File: src/rtl/fetch_unit_if.sv
// fetch_unit_if: ROM read port, redirect input and decode handshake of the fetch stage.
interface fetch_unit_if #(parameter int SIZE = 5);
  logic [SIZE+2:0] rom_addr;
  logic [2:0]      rom_size;
  logic            rom_en;
  logic [31:0]     rom_data;
  logic            rom_exception;
  logic            redirect_valid;
  logic [31:0]     redirect_pc;
  logic            instr_valid;
  logic            instr_ready;
  logic [31:0]     instr;
  logic [31:0]     instr_pc;
  logic            fetch_fault;
  logic [31:0]     fault_pc;
  modport master (
    output rom_addr, rom_size, rom_en, instr_valid, instr, instr_pc, fetch_fault, fault_pc,
    input  rom_data, rom_exception, redirect_valid, redirect_pc, instr_ready
  );
  modport slave (
    input  rom_addr, rom_size, rom_en, instr_valid, instr, instr_pc, fetch_fault, fault_pc,
    output rom_data, rom_exception, redirect_valid, redirect_pc, instr_ready
  );
endinterface

File: src/rtl/fetch_unit.sv
// fetch_unit: PC owner issuing word reads to the instruction ROM and handing instructions to decode.
// Define FETCH_BOUNDS_CHECK_EN to fault on PCs with bits set above the ROM byte address range.
module fetch_unit #(
  parameter int          SIZE     = 5,
  parameter logic [31:0] RESET_PC = 32'h0000_0000
) (
  input logic         CLK,
  input logic         RST_N,
  fetch_unit_if.master bus
);
  typedef enum logic [1:0] {IDLE, REQ, RESP, FAULT} state_t;
  state_t      state;
  logic [31:0] pc;
  logic        bad;
`ifdef FETCH_BOUNDS_CHECK_EN
  assign bad = bus.rom_exception || (|pc[31:SIZE+3]);
`else
  assign bad = bus.rom_exception;
`endif
  assign bus.rom_addr = pc[SIZE+2:0];
  assign bus.rom_size = 3'b010;
  assign bus.rom_en   = state == REQ;
  always_ff @(posedge CLK or negedge RST_N)
    if (!RST_N) begin
      state           <= IDLE;
      pc              <= RESET_PC;
      bus.instr_valid <= 1'b0;
      bus.instr       <= '0;
      bus.instr_pc    <= '0;
      bus.fetch_fault <= 1'b0;
      bus.fault_pc    <= '0;
    end else if (bus.redirect_valid) begin
      state           <= REQ;
      pc              <= bus.redirect_pc;
      bus.instr_valid <= 1'b0;
      bus.fetch_fault <= 1'b0;
    end else begin
      if (bus.instr_valid && bus.instr_ready) bus.instr_valid <= 1'b0;
      case (state)
        IDLE: state <= REQ;
        REQ:
          if (bad) begin
            bus.fault_pc    <= pc;
            bus.fetch_fault <= 1'b1;
            state           <= FAULT;
          end else state <= RESP;
        RESP: begin
          // Data arriving while the slot is blocked is dropped and the same PC re-read.
          if (!bus.instr_valid || bus.instr_ready) begin
            bus.instr       <= bus.rom_data;
            bus.instr_pc    <= pc;
            bus.instr_valid <= 1'b1;
            pc              <= pc + 32'd4;
          end
          state <= REQ;
        end
        default: state <= FAULT;
      endcase
    end
endmodule
File: src/flat_wrapper.sv
// flat-port wrapper written by rule: the top's interface ports become plain ports
module fetch_unit_flat 
#(
  parameter int          SIZE     = 5,
  parameter logic [31:0] RESET_PC = 32'h0000_0000
)
  (CLK, RST_N, bus_rom_addr, bus_rom_size, bus_rom_en, bus_instr_valid, bus_instr, bus_instr_pc, bus_fetch_fault, bus_fault_pc, bus_rom_data, bus_rom_exception, bus_redirect_valid, bus_redirect_pc, bus_instr_ready);
  fetch_unit_if #(.SIZE(SIZE)) bus_i ();
  input logic CLK;
  input logic RST_N;
  output wire logic [$bits(bus_i.rom_addr)-1:0] bus_rom_addr;
  output wire logic [$bits(bus_i.rom_size)-1:0] bus_rom_size;
  output wire logic [$bits(bus_i.rom_en)-1:0] bus_rom_en;
  output wire logic [$bits(bus_i.instr_valid)-1:0] bus_instr_valid;
  output wire logic [$bits(bus_i.instr)-1:0] bus_instr;
  output wire logic [$bits(bus_i.instr_pc)-1:0] bus_instr_pc;
  output wire logic [$bits(bus_i.fetch_fault)-1:0] bus_fetch_fault;
  output wire logic [$bits(bus_i.fault_pc)-1:0] bus_fault_pc;
  input wire logic [$bits(bus_i.rom_data)-1:0] bus_rom_data;
  input wire logic [$bits(bus_i.rom_exception)-1:0] bus_rom_exception;
  input wire logic [$bits(bus_i.redirect_valid)-1:0] bus_redirect_valid;
  input wire logic [$bits(bus_i.redirect_pc)-1:0] bus_redirect_pc;
  input wire logic [$bits(bus_i.instr_ready)-1:0] bus_instr_ready;
  assign bus_rom_addr = bus_i.rom_addr;
  assign bus_rom_size = bus_i.rom_size;
  assign bus_rom_en = bus_i.rom_en;
  assign bus_instr_valid = bus_i.instr_valid;
  assign bus_instr = bus_i.instr;
  assign bus_instr_pc = bus_i.instr_pc;
  assign bus_fetch_fault = bus_i.fetch_fault;
  assign bus_fault_pc = bus_i.fault_pc;
  assign bus_i.rom_data = bus_rom_data;
  assign bus_i.rom_exception = bus_rom_exception;
  assign bus_i.redirect_valid = bus_redirect_valid;
  assign bus_i.redirect_pc = bus_redirect_pc;
  assign bus_i.instr_ready = bus_instr_ready;
  fetch_unit #(.SIZE(SIZE), .RESET_PC(RESET_PC)) u_core (.CLK(CLK), .RST_N(RST_N), .bus(bus_i));
endmodule
File: config.mk
export PLATFORM = sky130hd
export DESIGN_NAME = fetch_unit_flat
export DESIGN_NICKNAME = d
export VERILOG_FILES = /design/src/rtl/fetch_unit_if.sv /design/src/rtl/fetch_unit.sv /design/src/flat_wrapper.sv
export SDC_FILE = /design/constraint.sdc
export NUM_CORES = 1
export LEC_CHECK = 0
export CAP_MARGIN = 15
export CELL_PAD_IN_SITES_DETAIL_PLACEMENT = 2
export CELL_PAD_IN_SITES_GLOBAL_PLACEMENT = 2
export CORE_MARGIN = 1
export CORE_UTILIZATION = 25
export DETAILED_ROUTE_END_ITERATION = 7
export PLACE_DENSITY_LB_ADDON = 0.1
export SYNTH_ARGS = -nofsm -noshare
export SYNTH_HDL_FRONTEND = slang
export SYNTH_SLANG_ARGS = --single-unit
File: constraint.sdc
create_clock -name CLK -period 4.2 [get_ports CLK]
set_input_delay 1.26 -clock CLK [delete_from_list [all_inputs] [get_ports CLK]]
set_output_delay 1.26 -clock CLK [all_outputs]
set_load 0.005 [all_outputs]
# After elaboration in Yosys (flattened, before gate mapping)
# Index checks and enable logic that the tools add are counted.
# Widths: inputs -> output; s select.
word_totals:
  register_bits: 132
  input_bits: 69
  output_inout_bits: 110
  elab_cells: 37
classes:
  addsub: 1
  eq_ne: 2
  mux: 13
  n_bitwise: 1
  reduce_logical: 13
ops:
  columns: ["cell", "n"]
  rows:
  - ["$mux 32", 3]
  - ["$add 32x3->32 const B", 1]
  - ["$mux 1", 8]
  - ["$reduce_bool 2->1", 4]
  - ["$reduce_and 3->1", 2]
  - ["$pmux 2 s2", 1]
  - ["$reduce_and 2->1", 2]
  - ["$eq 2x1->1 const B", 1]
  - ["$eq 2x2->1 const B", 1]
  - ["$logic_not 2->1", 1]
  - ["$mux 2", 1]
  - ["$reduce_or 2->1", 1]
  - ["$logic_and 1x1->1", 1]
  - ["$logic_not 1->1", 1]
  - ["$logic_or 1x1->1", 1]
  - ["$not 1->1", 1]

# Depth between registers and ports, before layout
depth:
  ltp_word: 5
  mapped_depth: 6
  ltp_nobuf: 5

# Least setup slack after synthesis
# OpenSTA, ideal clock, no wires.
synth_path:
  kind: "input to register"
  startpoint: "input port bus_redirect_valid"
  endpoint: "register u_core.bus.fault_pc[10]"
  setup_ns: 0.125
  t_arrival_ns: 2.308
  required_ns: 4.075
  path_slack_ns: 1.767
  cell_stages: 5
  cell_sequence: "inv_1 and3_1 clkbuf_1 buf_2 mux2_2"
synth_via:
  elab_chain_cells: 2
synth_rtl:
  columns: ["element", "line_no", "source"]
  rows:
  - ["start: declaration", "flat_wrapper.sv:21", "input wire logic [$bits(bus_i.redirect_valid)-1:0] bus_redirect_valid;"]
  - ["$not 1->1 (no source line)", null, null]
  - ["$reduce_and 3->1 (no source line)", null, null]
  - ["end signal: assignment", "fetch_unit.sv:43", "bus.fault_pc <= pc;"]
  - ["end: declaration", "fetch_unit_if.sv:17", "output rom_addr, rom_size, rom_en, instr_valid, instr, instr_pc, fetch_fault, fault_pc,"]
# No other way between the ends.
# A chain may end at the register's enable or synchronous reset.

# Final worst setup path
layout_path:
  startpoint: "input port bus_instr_ready"
  endpoint: "register u_core.pc[31]"
layout_via:
  elab_chain_cells: 3
layout_rtl:
  columns: ["element", "line_no", "source"]
  rows:
  - ["start: declaration", "flat_wrapper.sv:23", "input wire logic [$bits(bus_i.instr_ready)-1:0] bus_instr_ready;"]
  - ["$logic_or 1x1->1", "fetch_unit.sv:49", "if (!bus.instr_valid || bus.instr_ready) begin"]
  - ["$reduce_bool 2->1 (no source line)", null, null]
  - ["$reduce_and 2->1 (no source line)", null, null]
  - ["end signal: assignment", "fetch_unit.sv:34", "pc <= bus.redirect_pc;"]
  - ["end signal: assignment", "fetch_unit.sv:53", "pc <= pc + 32'd4;"]
  - ["end: declaration", "fetch_unit.sv:13", "logic [31:0] pc;"]
# No other way between the ends.

==> flow_metrics.py <==
metrics = {
    "outcome": {
        "status": "finished, final reports clean",
    },
    "worst_hold_path": {
        "hold_depth": 1,
        "hold_start": "u_core.bus.fetch_fault$_DFFE_PN0P_",
        "hp-class": "register to register",
        "min_to": "u_core.bus.fetch_fault$_DFFE_PN0P_",
    },
    "cts": {
        "cts_tree": "built",
        "clk_latency_ns": 0.43,
        "cts_sinks": 132,
        "clock_path_buffers": 2,
        "ctsHtreeMaxLevel": 4,
        "postCtsSetupBuffers": 0,
        "cts_root_buffer": "clkbuf_16",
        "cts_hold_buf": 0,
        "clkTransAtPathRegs_ns": 0.06,
        "cts_resized": 0,
        "numCtsBuffers": 17,
    },
    "floorplanning": {
        "initial_core_util_pct": 25.5,
        "die_x_um": 154,
        "die_height_um": 154,
        "io_pins": 179,
        "die-area_um2": 23600,
        "coreArea_um2": 22600,
        "rows": 55,
    },
    "placement": {
        "gp_congestion": 0.664,
        "port-buffer-count": 175,
        "dp_hpwl_mm": 11.7,
        "pre_cts_slack_ns": 0.543,
    },
    "sta": {
        "relSlewSlack_pct": 36.0,
        "skew_ns": 0.0128,
        "fin_tns_setup_ns": 0,
        "drv_slew": 0,
        "tightest_slew_ns": 0.961,
        "period_share_pct": 75.4,
        "fin_ws_ns": 1.03,
        "finalHoldViolations": 0,
        "rsz0062_at_grt": "false",
        "fmax_mhz": 316,
        "setup_violations": 0,
        "fin_crit_ns": 3.17,
    },
    "finish": {
        "drive_above_1_share_pct": 26.0,
        "syn2layout_area_growth_pct": 44.8,
        "nets": 673,
        "fillers": 2322,
        "seqCellArea_um2": 3300,
        "antenna_cells": 0,
        "multiInputGateArea_um2": 2210,
    },
    "logic_synthesis": {
        "synth_cell_types": 37,
        "seq_area_frac_synth_pct": 57.4,
        "synthCells": 436,
        "syn_area_per_cell_um2": 13.2,
        "ys_seq_elements": 132,
        "ys_warn_count": 0,
        "netlist_area_um2": 5750,
    },
    "detailed_routing": {
        "final_antenna_net_count": 0,
        "routed_wl_mm": 16.7,
        "drtPass1Iterations": 6,
        "drc_errors": 0,
        "routed_via_density": 4.48,
        "route.detailed.wl_per_inst_um": 18.5,
        "drt-initial-drc-count": 116,
        "vias": 4039,
    },
    "setup_path": {
        "worstPathMaxFanout": 11,
        "cp_slowest_cell": "nand4_1",
        "crit_chain": "clkdlybuf4s50_1 -> nand2b_1 -> nand4_1 -> nor4_2 -> xor2_1 -> mux2_2",
        "rr_worst_depth": 4,
        "cp-end-kind": "register",
        "critPathLaunchType": "primary input",
        "rrSetupSlack_ns": 1.89,
        "critPathKind": "primary input to register",
        "cpPeakStageDelay_ns": 0.66,
        "crit_start": "bus_instr_ready",
        "crit-reg2reg-launch": "u_core.pc[2]$_DFFE_PN0P_",
        "worst_ep_arrival_time_ns": 3.48,
        "crit_required_ns": 4.51,
        "reg2reg_to": "u_core.pc[31]$_DFFE_PN0P_",
    },
    "global_routing": {
        "grt_util_all_layers_pct": 14.9,
        "grt_overflow": 0,
        "grt_pass1_vias": 4594,
        "grt_pass1_wl_mm": 26.5,
        "grt_max_degree": 77,
        "antenna_found_initial": 1,
    },
    "power_and_ir_drop": {
        "power.leakage_nw": 3.41,
        "p_per_area_nw_per_um2": 519,
        "irDropWorstVdd_mv": 0.266,
    },
    "job": {
        "max_cap_violations": 0,
    },
}
==> logic make-up (layout without fill, tap and decap cells) <==
kind of cell,after synthesis,after routing,share of synthesized area (%)
xor+xnor,27,27,4.11
compound gates,32,32,2.91
fa+ha+maj,1,1,0.217
flops,132,132,57.4
buf+inv,41,220,4.39
simple gates,100,100,11.1
other cells,2,3,0.131
mux,101,101,19.7
==> stage by stage <==
| stage | util [%] | total power, mW | cells | hold WS [ns] | area (um2) |
|---|---|---|---|---|---|
| 2_1_floorplan | - | 2.06 | 437 | 0.477 | 5760 |
| 3_3_place_gp | 34.1 | 2.74 | 869 | 0.486 | 7700 |
| 3_5_place_dp | 34.1 | 2.78 | 869 | 0.493 | 7700 |
| 4_1_cts | 36.9 | 4.41 | 901 | 0.507 | 8330 |
| 5_1_grt | 36.9 | 4.54 | 901 | 0.528 | 8330 |
| 6_report | 36.9 | 4.33 | 901 | 0.499 | 8330 |
==> cells in the final DEF (no fill, tap or decap), types with 7 or more instances in the layout <==
| cell type | n |
|---|---|
| clkbuf_16 | 17 |
| clkdlybuf4s50_1 | 173 |
| dfrtp_1 | 132 |
| mux2_2 | 100 |
| nand2_1 | 36 |
| nand3_1 | 8 |
| nand4_1 | 7 |
| nor2_1 | 11 |
| o21ai_0 | 15 |
| o21ai_1 | 11 |
| xnor2_1 | 25 |
==> flip-flops by register name, summed over array words and instances, names as in the netlist <==
register	cells
u_core.bus.fault_pc	32
u_core.bus.fetch_fault	1
u_core.bus.instr	32
u_core.bus.instr_pc	32
u_core.bus.instr_valid	1
u_core.pc	32
u_core.state	2
==> worst max-delay path by stage <==
stage / end / slack [ns]
after detailed placement: u_core.pc[31]$_DFFE_PN0P_ / 0.54
after CTS: u_core.pc[31]$_DFFE_PN0P_ / 0.98
after global placement: u_core.pc[31]$_DFFE_PN0P_ / 0.64
after global routing: u_core.pc[31]$_DFFE_PN0P_ / 0.82
final: u_core.pc[31]$_DFFE_PN0P_ / 1.03
after floorplan: u_core.bus.fault_pc[10]$_DFFE_PN0P_ / 1.77
==> cell type report <==
| type | instances | share of cell area, % |
|---|---|---|
| sequential | 132 | 39.6 |
| clock buffer | 22 | 5.81 |
| inverter | 6 | 0.270 |
| clock inverter | 10 | 1.74 |
| multi-input combinational | 264 | 26.5 |
| timing repair buffer | 182 | 21.8 |
| tap | 285 | 4.28 |
==> report_power, final <==
group	total [mW]	internal, mW	switching (mW)
combinational	1.00	0.699	0.303
sequential	1.73	1.55	0.182
clock	1.59	1.00	0.587
==> critical path, delay by kind of cell <==
| family | cells | cell delay, ns |
|---|---|---|
| and+or+nand+nor | 3 | 1.34 |
| buffers and inverters | 1 | 0.50 |
| muxes | 1 | 0.27 |
| xor gates and xnor gates | 1 | 0.11 |
==> synth_stat cells (all sizes together) <==
master	instances	share of area, %
a211oi	1	0.13
a21o	1	0.13
a21oi	2	0.17
and3	5	0.59
and4	2	0.30
buf	27	3.3
clkbuf	7	0.48
conb	2	0.13
dfrtp	132	57
dlymetal6s2s	1	0.22
ha	1	0.22
inv	6	0.39
mux2	100	20
mux2i	1	0.17
nand2	36	2.3
nand2b	2	0.22
nand3	8	0.70
nand4	10	1.4
nor2	11	0.72
nor2b	4	0.43
nor3	6	0.61
nor4	14	3.5
o21ai	26	2.3
o22ai	2	0.22
or2	2	0.26
xnor2	25	3.8
xor2	2	0.30
==> metal layers <==
layer  track usage [%]  wire (um)  vias to the layer above
li1                  -          -                     1844
met3              4.79        900                       17
met1              17.2       6940                     2080
met5                 0          0                        -
met2              25.7       8570                       98
met4              5.52        244                        0
Note: power is estimated with default switching activity, not from simulation.
